File: src/rtl/mnist_train_sequencer.sv
// Training-stream sequencer for the DNN: per-case cycle/mux/case selects,
// output-window compare, and running error/accuracy statistics.
module mnist_train_sequencer #(
  parameter int unsigned CPC            = 18,
  parameter int unsigned N_FEED         = CPC - 2,
  parameter int unsigned TRAINING_CASES = 5000,
  parameter int unsigned MAX_TRAIN      = 10000,
  parameter int unsigned WINDOW         = 100,
  localparam int unsigned CIW = (CPC > 1) ? $clog2(CPC) : 1,
  localparam int unsigned SNW = (N_FEED > 1) ? $clog2(N_FEED) : 1,
  localparam int unsigned TCW = (TRAINING_CASES > 1) ? $clog2(TRAINING_CASES) : 1,
  localparam int unsigned RW  = $clog2(WINDOW + 1)
) (
  input  logic           clk,
  input  logic           reset,
  input  logic           start,
  input  logic           a_out,
  input  logic           y_out,
  output logic [CIW-1:0] cycle_index,
  output logic [SNW-1:0] sel_network,
  output logic [TCW-1:0] sel_tc,
  output logic           cycle_clk,
  output logic           busy,
  output logic           done,
  output logic           epoch_done,
  output logic [31:0]    num_train,
  output logic [31:0]    total_error,
  output logic [15:0]    epoch,
  output logic [RW-1:0]  recent
);

  typedef enum logic [1:0] {S_IDLE, S_RUN, S_DONE} state_t;

  state_t            state_q, state_d;
  logic [CIW-1:0]    ci_d;
  logic [CIW-1:0]    ci_off;
  logic              mismatch, boundary, err_final, wrap, last_case, case_err;
  logic [WINDOW-1:0] hist;

  assign mismatch = a_out ^ y_out;

  always_comb begin
    boundary  = (state_q == S_RUN) && (cycle_index == CIW'(CPC - 1));
    err_final = case_err | mismatch;
    wrap      = (sel_tc == TCW'(TRAINING_CASES - 1));
    last_case = ((num_train + 32'd1) == 32'(MAX_TRAIN));
    state_d   = state_q;
    ci_d      = cycle_index;
    unique case (state_q)
      S_IDLE: if (start) state_d = S_RUN;
      S_RUN: begin
        ci_d = boundary ? '0 : cycle_index + CIW'(1);
        if (boundary && last_case) state_d = S_DONE;
      end
      default: ;
    endcase
    ci_off = ci_d - CIW'(2);
  end

  always_ff @(posedge clk) begin
    if (!reset) begin
      state_q     <= S_IDLE;
      cycle_index <= '0;
      sel_network <= '0;
      sel_tc      <= '0;
      cycle_clk   <= 1'b0;
      busy        <= 1'b0;
      done        <= 1'b0;
      epoch_done  <= 1'b0;
      num_train   <= '0;
      total_error <= '0;
      epoch       <= '0;
      recent      <= '0;
      case_err    <= 1'b0;
      hist        <= '0;
    end else begin
      state_q     <= state_d;
      cycle_index <= ci_d;
      // mux select tracks the index but stays at its reset value until a run begins
      if (state_q == S_RUN || state_d == S_RUN)
        sel_network <= (N_FEED > 1) ? SNW'(ci_off) : '0;
      cycle_clk   <= (state_d == S_RUN) && (ci_d == CIW'(CPC - 1));
      busy        <= (state_d == S_RUN);
      done        <= (state_d == S_DONE);
      epoch_done  <= boundary && wrap;

      if (state_q == S_RUN && cycle_index >= CIW'(2) && mismatch)
        case_err <= 1'b1;

      if (boundary) begin
        case_err  <= 1'b0;
        num_train <= num_train + 32'd1;
        if (err_final) total_error <= total_error + 32'd1;
        sel_tc <= wrap ? '0 : sel_tc + TCW'(1);
        if (wrap) epoch <= epoch + 16'd1;
        // oldest flag leaves from the top; zero-filled history keeps recent <= WINDOW
        hist   <= (hist << 1) | WINDOW'(!err_final);
        recent <= recent + RW'(!err_final) - RW'(hist[WINDOW-1]);
      end
    end
  end

endmodule

File: config.mk
export PLATFORM = sky130hd
export DESIGN_NAME = mnist_train_sequencer
export DESIGN_NICKNAME = d
export VERILOG_FILES = /design/src/rtl/mnist_train_sequencer.sv
export SDC_FILE = /design/constraint.sdc
export NUM_CORES = 1
export LEC_CHECK = 0
export ABC_AREA = 1
export CAP_MARGIN = 10
export CORE_MARGIN = 2
export CORE_UTILIZATION = 31
export CTS_CLUSTER_SIZE = 12
export DETAILED_ROUTE_END_ITERATION = 7
export PLACE_DENSITY = 0.52
export SKIP_CTS_REPAIR_TIMING = 1
export SYNTH_ARGS = -nofsm -noshare
export SYNTH_HDL_FRONTEND = slang
export SYNTH_SLANG_ARGS = --single-unit
File: constraint.sdc
create_clock -name clk -period 2.6 [get_ports clk]
set_clock_uncertainty 0.1 [all_clocks]
set_input_delay 0.52 -clock clk [delete_from_list [all_inputs] [get_ports clk]]
set_output_delay 0.52 -clock clk [all_outputs]
set_load 0.02 [all_outputs]
After elaboration in Yosys (flattened, before gate mapping)

Index checks and enable logic that the tools add are counted.
W data, S select, Z words.

Register bits: 216
Input port bits: 5
Output and inout port bits: 113
Word-level logic and storage cells: 52

$add $sub $neg: 8
$lt $le $gt $ge: 1
Equal/unequal tests: 7
Multiplexer cells: 6
Bitwise operators: 4
Reduce and logical (&&, ||, !) cells: 12

Operator list:

| kind                    | number |
|---|---|
| $or A100 B1 Y100        | 1 |
| $add A32 B1 Y32 const B | 2 |
| $eq A32 B14 Y1 const B  | 1 |
| $add A16 B1 Y16 const B | 1 |
| $add A13 B1 Y13 const B | 1 |
| $eq A13 B13 Y1 const B  | 1 |
| $mux W13                | 1 |
| $eq A5 B5 Y1 const B    | 2 |
| $mux W5                 | 2 |
| $add A7 B1 Y7           | 1 |
| $sub A7 B1 Y7           | 1 |
| $logic_and A1 B1 Y1     | 6 |
| $add A5 B1 Y5 const B   | 1 |
| $ge A5 B2 Y1 const B    | 1 |
| $eq A2 B1 Y1 const B    | 2 |
| $mux W2                 | 2 |
| $pmux W2 S2             | 1 |
| $reduce_and A2 Y1       | 2 |
| $sub A4 B2 Y4 const B   | 1 |
| $eq A2 B2 Y1 const B    | 1 |
| $logic_not A2 Y1        | 1 |
| $reduce_or A2 Y1        | 1 |
| $logic_not A1 Y1        | 1 |
| $logic_or A1 B1 Y1      | 1 |
| other kinds (3)         | 3 |

Longest topological paths before layout

Gate-level depths: netlist of the first run.

Depth in word-level cells: 7
Depth in mapped cells: 18
Depth with buffers taken out: 18

Least setup slack after synthesis of the first run

No wires, ideal clock.

Path type: input-to-reg
From: in y_out
To: reg recent[6]
Library setup time: 0.129 ns
Data arrival time: 2.555 ns
Data required time: 2.371 ns
Path slack: -0.184 ns
Cell stages on the path: 18
Path buffers: 0
Cells stage by stage: xor2_1 -> nor2_1 -> inv_1 -> ha_1 -> inv_1 -> ha_1 -> inv_1 -> fa_1 -> inv_1 -> nand3_1 -> nand2_1 -> nand2_1 -> nand2_1 -> a21oi_1 -> o21ai_0 -> a21oi_1 -> o21ai_0 -> a21oi_1

Longest elaborated chain between the ends: 5

Ends and longest elaborated chain:

| element              | RTL line | source |
|---|---|---|
| start, declared      | 18       | `input logic y_out,` |
| $xor A1 B1 Y1        | 40       | `assign mismatch = a_out ^ y_out;` |
| $or A1 B1 Y1         | 44       | `err_final = case_err \| mismatch;` |
| $logic_not A1 Y1     | 98       | `recent <= recent + RW'(!err_final) - RW'(hist[WINDOW-1]);` |
| $add A7 B1 Y7        | 98       |  |
| $sub A7 B1 Y7        | 98       |  |
| end signal, assigned | 98       |  |
| end, declared        | 29       | `output logic [RW-1:0] recent` |

No other way between the ends.
A chain may end at the register's enable or synchronous reset.

Final worst setup path of the first run

From: in a_out
To: reg recent[6]

Longest elaborated chain between the ends: 5

Ends and longest elaborated chain:

| element          | RTL line | source |
|---|---|---|
| start, declared  | 17       | `input logic a_out,` |
| $xor A1 B1 Y1    | 40       |  |
| $or A1 B1 Y1     | 44       |  |
| $logic_not A1 Y1 | 98       |  |
| $add A7 B1 Y7    | 98       |  |
| $sub A7 B1 Y7    | 98       |  |

No other way between the ends.

==> results of run 1 <==
worst min-delay path, cell delays in order:
cell and delay, ns:
buf_2 0.24, nand2_1 0.12, nor2_1 0.03
kinds of logic (layout without fill, tap and decap cells):
logic type      count (synthesis)  after routing
compound gates                241            241
xor+xnor                       26             26
fa+ha+maj                      17             17
buf+inv                       275            434
flops                         216            216
mux                             1              1
simple gates                  486            486
where the power goes:
part | switching, W | internal, W
sequential | 0.0000116 | 0.00332
combinational | 0.000126 | 0.0000579
clock | 0.00143 | 0.00243
state kept, by name (all words and copies together), names as in the netlist:
| signal | flops |
|---|---|
| busy | 1 |
| case_err | 1 |
| cycle_clk | 1 |
| cycle_index | 5 |
| done | 1 |
| epoch | 16 |
| epoch_done | 1 |
| hist | 100 |
| num_train | 32 |
| recent | 7 |
| sel_network | 4 |
| sel_tc | 13 |
| state_q | 2 |
| total_error | 32 |
cells in the mapped netlist, drive strengths merged (16+ instances only):
| master | n |
|---|---|
| ha | 16 |
| nor2 | 130 |
| clkbuf | 26 |
| inv | 231 |
| a21oi | 52 |
| nand3 | 76 |
| nor3 | 36 |
| nand2 | 209 |
| xor2 | 19 |
| o21ai | 60 |
| buf | 17 |
| o22ai | 114 |
| dfxtp | 216 |
| nand4 | 25 |
how the worst max path moves through the flow:
stage	cells after the start	slack, ns	to	startpoint
after floorplan	18	-0.05	recent[6]	y_out
after global placement	20	-0.68	recent[6]	a_out
after detailed placement	20	-0.71	recent[6]	y_out
after CTS	20	-0.17	recent[6]	y_out
after global routing	19	0.03	recent[6]	a_out
final	19	0.20	recent[6]	a_out
final cells by class:
class / count / area (µm²)
Fill cell: 3149 / 18100
Multi-Input combinational cell: 771 / 4199
Clock inverter: 13 / 181.4
Timing Repair Buffer: 154 / 1499
Sequential cell: 216 / 4324
Tap cell: 396 / 495.5
Clock buffer: 35 / 754.5
Inverter: 232 / 870.8
routing by layer:
metal,vias up,GRT usage [%]
li1,4422,-
met3,35,2.608
met1,3969,20.30
met4,0,3.495
met5,-,0
met2,122,25.35
per-stage QoR:
step	hold slack [ns]	cell area (µm²)
6_report	0.3418	12320
4_1_cts	0.3260	12270
3_5_place_dp	0.3601	11330
3_3_place_gp	0.3507	11330
5_1_grt	0.3420	12320
2_1_floorplan	0.3435	9532
==> results by group, run 1 <==
Place
  • RePlAce Congestion: 0.8113
  • I/O Buffers: 117
  • Detail Placement HPWL: 17.44 mm
  • Placed insts: 1,767
  • DP Worst Slack: -0.7141 ns

Logic synthesis
  • Top cells by area, synth: dfxtp_1 (45%), inv_1 (9.0%), nand2_1 (7.8%)
  • Part of the Yosys area used for sequential elements: 45.39%
  • Synth Area in Compound Gates: 14.60%
  • Predominant post-synthesis flop cell: dfxtp_1
  • Area leader, netlist: dfxtp_1
  • Async SR Flop Fraction: 0%
  • Post-Synth Adder-Cell Area: 2.312%
  • Number of synthesized register bits: 216
  • Post-synth top area share: 45.39%
  • Syn Area/Cell: 7.549 µm²
  • Post-synth cell types: 45
  • Xor/xnor share of the synthesized area: 2.390%
  • Main combinational cell family by area after synthesis: simple AND/OR/NAND/NOR gates
  • Synth Instances: 1,262
  • Mapped Area: 9527 µm²
  • Simple-gate share of the synthesized area: 24.09%
  • Synth Net Count: 1,284
  • Number of flops mapped to enable cells by yosys: 0
  • Syn. warnings: 0
  • Mux cell area share after synthesis: 0.1051%

Floorplan
  • Row count: 64
  • # IOs: 118
  • Die H: 179.3 µm
  • Die footprint: 32,150 µm²
  • Initial Utilization: 31.31%
  • Core Box Area: 30,430 µm²
  • Die width: 179.3 µm

Layout
  • Non-Filler Instances: 1,817
  • Commonest non-fill, non-tap cells in the layout: inv_1 (227), dfxtp_1 (216), nand2_1 (194)
  • Nets: 1,423
  • Commonest non-fill, non-tap cell in the layout: inv_1
  • Antenna cells: 0
  • Layout Utilization: 40.50%
  • Layout area overhead: 29.37%
  • Fraction of layout cells with a size suffix above 1: 9.993%

Job
  • Max-cap check violation count: 0

STA
  • Worst setup margin: 0.2020 ns
  • Final hold violations: 0
  • # setup viols final: 0
  • Measured slew at the worst slew-check pin: 0.5313 ns
  • Final min period: 2.398 ns
  • RSZ-0062 raised after global routing: false
  • Slew Viols, Final: 0
  • Setup TNS: 0 ns
  • Fmax: 417.0 MHz
  • Post-route clock period utilization: 92.23%
  • Relative slew slack: 64.58%

Clocking
  • Clock latency at the later pin of the worst-skew pair: 0.53 ns
  • Clk sinks: 216
  • Clk buf depth: 3
  • Htree depth: 1
  • TritonCTS clock tree: yes
  • CTS Root Cell: clkbuf_16
  • Total CTS buffers: 26
  • Clk slew on worst S/H paths: 0.06 ns

Worst setup path
  • Worst setup EP type: flip-flop
  • R2R Setup Slk: 0.26 ns
  • Critical path, cell by cell: dlymetal6s2s_1, xor2_2, nor2_4, inv_1, ha_1, inv_1, ha_2, inv_1, fa_2, inv_2, nand3_2, nand2_2, nand2_2, nand2_2, a21oi_2, o21ai_1, a21oi_2, o21ai_1, a21oi_1
  • Endpoint of the worst register-to-register path: recent[6]
  • WP data required: 2.91 ns
  • Buf/Inv on CP: 5
  • WS Path Type: in2reg
  • WP data arrival: 2.71 ns
  • Critical path's top delay family: adder cells
  • Startpoint types: primary input
  • Crit-path max FO: 2
  • Slowest-stage cell, CP: fa_2
  • CP max stage delay: 0.36 ns
  • Reg2Reg Depth: 17
  • Reg-to-reg startpoint: case_err

Detailed routing
  • Wire length on met2: 11.40 mm
  • # DRC: 0
  • Total number of vias: 8,548
  • Total wire length: 24.72 mm
  • Highest routed layer: met4
  • Met1 WL: 11.84 mm
  • DR WL/cell: 13.60 µm
  • Vias per cell: 4.704
  • Post-route ant nets: 0
  • DR iter-0 viols: 392
  • Metal3 WL: 976 µm
  • Drt pass-1 iters: 4

Hold path
  • Worst min path class: in2reg
  • HP Start: reset
  • Hold path cells: 3
  • Worst Hold End: total_error[14]

Global route
  • Number of antenna violations at the first check in global routing: 0
  • Vias in the first global route: 7,927
  • GRT overflow: 0
  • GRT Resource Usage Total: 15.14%
  • First-pass GRT wire length: 40.21 mm
  • Largest net degree at the start of global routing: 118

Power and ir drop
  • Total power divided by cell area: 598.9 nW/µm²
  • Max IR drop VDD: 521.8 µV
  • Pwr Total: 0.007381 W
  • Leakage power: 4.365 nW

Outcome
  • Status: finished, final reports clean
Note: power is estimated with default switching activity, not from simulation.
==> inputs of run 2 (changes only) <==
--- a/config.mk
+++ b/config.mk
@@ -8,3 +8,3 @@
 export ABC_AREA = 1
-export CAP_MARGIN = 10
+export CAP_MARGIN = 40
 export CORE_MARGIN = 2
==> constraint.sdc (replaced) <==
create_clock -name clk -period 2.6 [get_ports clk]
set_clock_uncertainty 0.1 [all_clocks]
set_input_delay 0.78 -clock clk [delete_from_list [all_inputs] [get_ports clk]]
set_output_delay 0.78 -clock clk [all_outputs]
set_load 0.02 [all_outputs]
==> run 2 against run 1 <==
Flip-flop and latch count stayed put; first-iteration DRC count is 13% lower; register-to-register slack hardly changed; critical path type is now reg2out; largest power group unchanged.
==> results by group, run 2 (same netlist as run 1, synthesis figures left out) <==
Outcome
  • Status: finished, final reports clean

STA
  • Hold_ws: 0.3663 ns (+0.02457 ns)
  • Post-route clock period utilization: 97.84% (+5.6 points)
  • Final min period: 2.544 ns (+0.1458 ns)
  • Final hold violations: 0 (unchanged)
  • Measured slew at the worst slew-check pin: 0.4615 ns (-0.06978 ns)
  • Relative slew slack: 69.23% (+4.7 points)
  • # setup viols final: 0 (unchanged)
  • Fmax: 393.1 MHz (-5.7%)
  • Worst setup margin: 0.05626 ns (-0.1458 ns)
  • Slew Viols, Final: 0 (unchanged)

Layout
  • Reg with most FFs: hist
  • Max reg flops: 100 (unchanged)
  • Nets: 1,425 (+0.14%)
  • Fraction of layout cells with a size suffix above 1: 10.01% (+0.014 points)
  • Antenna cells: 0 (unchanged)
  • Top Registers: hist (100), num_train (32), total_error (32)
  • Layout area overhead: 28.32%
  • Commonest non-fill, non-tap cells in the layout: inv_1 (223), dfxtp_1 (216), nand2_1 (197)
  • Commonest non-fill, non-tap cell in the layout: inv_1

Detailed routing
  • DR iter-0 viols: 340 (-13%)
  • DR WL/cell: 13.42 µm (-1.3%)
  • Total number of vias: 8,480 (-0.80%)
  • # DRC: 0 (unchanged)
  • Total wire length: 24.36 mm (-1.4%)
  • Post-route ant nets: 0 (unchanged)
  • Drt pass-1 iters: 5 (+1)
  • Vias per cell: 4.672 (-0.69%)

Clocking
  • Clk sinks: 216 (unchanged)
  • Htree depth: 1 (unchanged)
  • Clk buf depth: 3 (unchanged)
  • Clock latency at the later pin of the worst-skew pair: 0.53 ns (about the same)
  • TritonCTS clock tree: yes
  • CTS Root Cell: clkbuf_16
  • Total CTS buffers: 25 (-3.8%)
  • Clk slew on worst S/H paths: 0.06 ns (about the same)

Global route
  • Vias in the first global route: 7,802 (-1.6%)
  • GRT Resource Usage Total: 14.82% (-0.31 points)
  • GRT overflow: 0 (unchanged)
  • Largest net degree at the start of global routing: 104 (-12%)
  • Number of antenna violations at the first check in global routing: 0 (unchanged)
  • First-pass GRT wire length: 39.12 mm (-2.7%)

Place
  • I/O Buffers: 117 (unchanged)
  • Detail Placement HPWL: 17.18 mm (-1.5%)
  • DP Worst Slack: -0.9804 ns (-0.2662 ns)
  • RePlAce Congestion: 0.8080 (-0.41%)

Worst setup path
  • Crit-path max FO: 3 (+1)
  • R2R Setup Slk: 0.25 ns (about the same)
  • WS Path Type: reg2out
  • WP data arrival: 1.66 ns (-1.05 ns)
  • Launch point of the worst path: num_train[10]
  • Endpoint of the worst register-to-register path: sel_tc[10]
  • Reg-to-reg startpoint: cycle_index[0]
  • Reg2Reg Depth: 11 (-6)
  • WP data required: 1.72 ns (-1.19 ns)
  • Startpoint types: flip-flop
  • Capture point of the worst path: num_train[10]
  • Worst setup EP type: primary output

Floorplan
  • Die H: 179.3 µm (unchanged)
  • Die width: 179.3 µm (unchanged)
  • Die footprint: 32,150 µm² (unchanged)
  • Row count: 64 (unchanged)
  • # IOs: 118 (unchanged)
  • Initial Utilization: 31.31% (unchanged)
  • Core Box Area: 30,430 µm² (unchanged)

Power and ir drop
  • Pwr Total: 0.006905 W (-6.4%)
  • Total power divided by cell area: 564.9 nW/µm² (-5.7%)
  • Max IR drop VDD: 525.9 µV (+0.80%)
  • Leakage power: 4.391 nW (+0.60%)

Job
  • Max-cap check violation count: 0 (unchanged)

Hold path
  • Worst min path class: reg2reg
run 2: cell types whose count changed in the layout (fill, tap and decap cells not counted), sizes merged:
cell / change
clkdlybuf4s50: -5
buf: +4
bufinv: -4
dlymetal6s2s: +3
clkbuf: +2
clkinvlp: -2
clkinv: -1
inv: +1
run 2: final cells by class:
type / instances / area (µm²)
inverters: 232 / 870.8
repair buffers: 157 / 1513
clock inverters: 7 / 53.80
fillers: 3134 / 18210
flip-flops and latches: 216 / 4324
multi-input cells: 771 / 4230
clock buffers: 36 / 737.0
well taps: 396 / 495.5
run 2: metrics by stage:
step,instance area (µm²),util (%),std cells,setup TNS [ns]
6_report,12220,40.17,1815,0
5_1_grt,12220,40.17,1815,-0.01870
4_1_cts,12130,39.88,1813,-0.6321
3_5_place_dp,11340,37.28,1770,-7.511
3_3_place_gp,11340,37.28,1770,-6.770
2_1_floorplan,9532,-,1262,-0.3114
run 2: report_power, final:
part           internal (W)  switching [W]  leakage (nW)
registers           0.00332      0.0000110          1.74
clock network       0.00197        0.00141         0.397
logic             0.0000652       0.000131          2.25
total               0.00536        0.00155          4.39
run 2: worst min-delay path by stage:
stage                    from         to  slack (ns)  cells past startpoint
finish                hist[8]    hist[9]        0.37                      2
global placement    recent[6]  recent[6]        0.35                      1
floorplan             hist[1]    hist[2]        0.34                      2
global route          hist[8]    hist[9]        0.38                      2
CTS                 recent[6]  recent[6]        0.36                      1
detailed placement  recent[6]  recent[6]        0.36                      1
run 2: routing by layer:
layer	vias to the layer above	part of all wire (%)	track usage (%)
met5	-	0	0
met4	0	2.4	3.763
met3	34	3.8	2.184
met2	145	45	24.68
met1	3883	48	20.10
li1	4418	-	-
run 2: critical path, stage by stage, from the launching register on:
cell             delay [ns]
dfxtp_1                0.38
buf_4                  0.16
clkdlybuf4s50_1        0.60
==> inputs of run 3 (changes only) <==
Clock period 2.6 ns to 2.2 ns, I/O delays scaled along.
==> run 3 against run 2 <==
Utilization up 2.8 points; the run now ends with setup timing left; largest power group unchanged; critical endpoint is now recent[6]; clock power up 20%; highest routed layer unchanged; register-to-register slack worse by 0.36 ns; critical path type is now in2reg.
==> results by group, run 3 (same netlist as run 1, synthesis figures left out) <==
Clocking
  • TritonCTS clock tree: yes
  • Clk sinks: 216 (unchanged)
  • Clk buf depth: 3 (unchanged)
  • CTS Root Cell: clkbuf_16
  • Clock latency at the later pin of the worst-skew pair: 0.53 ns (about the same)
  • Htree depth: 1 (unchanged)
  • Clk slew on worst S/H paths: 0.06 ns (about the same)
  • Total CTS buffers: 26 (+4.0%)

Worst setup path
  • WS Path Type: in2reg
  • Launch point of the worst path: a_out
  • Startpoint types: primary input
  • Crit path top cell by count: inv_2
  • Critical path, cell by cell: buf_6, xor2_2, nor2_2, inv_2, ha_4, inv_2, ha_4, inv_2, fa_2, inv_2, nand3_2, nand2_2, nand2_2, nand2_2, a21oi_2, o21ai_1, a21oi_2, o21ai_1, a21oi_1
  • Crit-path max FO: 2 (-1)
  • WP data required: 2.52 ns (+0.80 ns)
  • Slowest-stage cell, CP: fa_2
  • WP data arrival: 2.67 ns (+1.01 ns)
  • Worst setup EP type: flip-flop
  • Buf/Inv on CP: 5 (+3)
  • CP max stage delay: 0.37 ns (-0.23 ns)
  • Reg-to-reg startpoint: case_err
  • Critical path's top delay family: adder cells

Layout
  • Antenna cells: 0 (unchanged)
  • Fraction of layout cells with a size suffix above 1: 16.46% (+6.5 points)
  • Layout area overhead: 37.35%
  • Finished Cell Area: 13,090 µm² (+7.0%)
  • Nets: 1,476 (+3.6%)
  • Commonest non-fill, non-tap cells in the layout: inv_1 (222), dfxtp_1 (203), nand2_1 (187)
  • Reg with most FFs: hist
  • Max reg flops: 100 (unchanged)
  • Top Registers: hist (100), num_train (32), total_error (32)
  • Commonest non-fill, non-tap cell in the layout: inv_1

Place
  • RePlAce Congestion: 0.8511 (+5.3%)
  • Placed Area: 11,740 µm² (+3.5%)
  • I/O Buffers: 117 (unchanged)
  • Detail Placement HPWL: 17.76 mm (+3.4%)

Global route
  • Number of antenna violations at the first check in global routing: 0 (unchanged)
  • First-pass GRT wire length: 40.05 mm (+2.4%)
  • GRT Resource Usage Total: 15.22% (+0.40 points)
  • GRT overflow: 0 (unchanged)
  • Largest net degree at the start of global routing: 72 (-31%)
  • Vias in the first global route: 7,833 (+0.40%)

Detailed routing
  • DR iter-0 viols: 436 (+28%)
  • # DRC: 0 (unchanged)
  • Post-route ant nets: 0 (unchanged)
  • Vias per cell: 4.680 (+0.17%)
  • Drt pass-1 iters: 5 (unchanged)
  • Total number of vias: 8,733 (+3.0%)
  • DR WL/cell: 13.54 µm (+0.84%)
  • Total wire length: 25.26 mm (+3.7%)

STA
  • Worst setup margin: -0.1540 ns (-0.2103 ns)
  • Final hold violations: 0 (unchanged)
  • # setup viols final: 1 (+1)
  • Measured slew at the worst slew-check pin: 0.5284 ns (+0.06692 ns)
  • Post-route clock period utilization: 107.0%
  • Fmax: 424.8 MHz
  • Relative slew slack: 64.77% (-4.5 points)
  • Slew Viols, Final: 0 (unchanged)
  • RSZ-0062 raised after global routing: true
  • Final min period: 2.354 ns

Hold path
  • HP Start: recent[6]
  • Worst min path class: reg2reg

Power and ir drop
  • Total power divided by cell area: 628.7 nW/µm² (+11%)
  • Pwr Total: 0.008227 W (+19%)
  • Max IR drop VDD: 527.9 µV (+0.39%)
  • Leakage power: 6.703 nW (+53%)

Floorplan
  • Die H: 179.3 µm (unchanged)
  • Row count: 64 (unchanged)
  • Core Box Area: 30,430 µm² (unchanged)
  • Die width: 179.3 µm (unchanged)
  • Die footprint: 32,150 µm² (unchanged)
  • # IOs: 118 (unchanged)
  • Initial Utilization: 31.31% (unchanged)

Outcome
  • Status: finished, violations left
  • Failing checks: setup timing

Job
  • Max-cap check violation count: 0 (unchanged)
## run 3: cell types whose count changed in the layout (fill, tap and decap cells not counted), moves of 8 or more
cell / change
nor2_1: -11
dfxtp_2: +12
clkdlybuf4s50_1: -108
buf_4: +46
nand2_1: -10
nand2_2: +8
dfxtp_1: -13
dlymetal6s2s_1: +108
nor2_2: +9
## run 3: area by class of cell
cell class | count | area [µm²]
clock inverters | 7 | 46.29
multi-input cells | 771 | 4372
flip-flops and latches | 216 | 4343
well taps | 396 | 495.5
fillers | 3114 | 17340
inverters | 232 | 874.6
repair buffers | 207 | 2182
clock buffers | 37 | 772.0
## run 3: where the power goes
| part | leakage [nW] | switching (W) | total, W | internal, W |
|---|---|---|---|---|
| Combinational | 4.54 | 0.000159 | 0.000242 | 0.0000827 |
| Sequential | 1.75 | 0.00000999 | 0.00394 | 0.00393 |
| Clock | 0.412 | 0.00163 | 0.00405 | 0.00242 |
## run 3: worst paths after layout
check	slack, ns	cells after the start	to
min	0.35	1	recent[6]
min reg2reg	0.35	1	recent[6]
max	-0.15	19	recent[6]
max reg2reg	-0.11	17	recent[6]
## run 3: metrics by stage
| step | util (%) | std cells | hold WS (ns) | setup TNS [ns] | setup WS (ns) |
|---|---|---|---|---|---|
| after global routing | 43.00 | 1866 | 0.3558 | -0.5268 | -0.2920 |
| after detailed placement | 38.57 | 1813 | 0.3497 | -17.51 | -1.061 |
| after floorplan | - | 1262 | 0.3435 | -1.020 | -0.5357 |
| final | 43.00 | 1866 | 0.3505 | -0.1540 | -0.1540 |
| after global placement | 38.57 | 1813 | 0.3533 | -16.72 | -1.061 |
| after CTS | 41.26 | 1857 | 0.3458 | -19.30 | -0.5215 |
## run 3: per-layer routing
| layer | vias to the layer above | track usage, % | share of wire (%) |
|---|---|---|---|
| li1 | 4527 | - | - |
| met4 | 0 | 3.226 | 1.2 |
| met1 | 4028 | 21.23 | 48 |
| met2 | 152 | 24.27 | 45 |
| met5 | - | 0 | 0 |
| met3 | 26 | 3.096 | 4.9 |
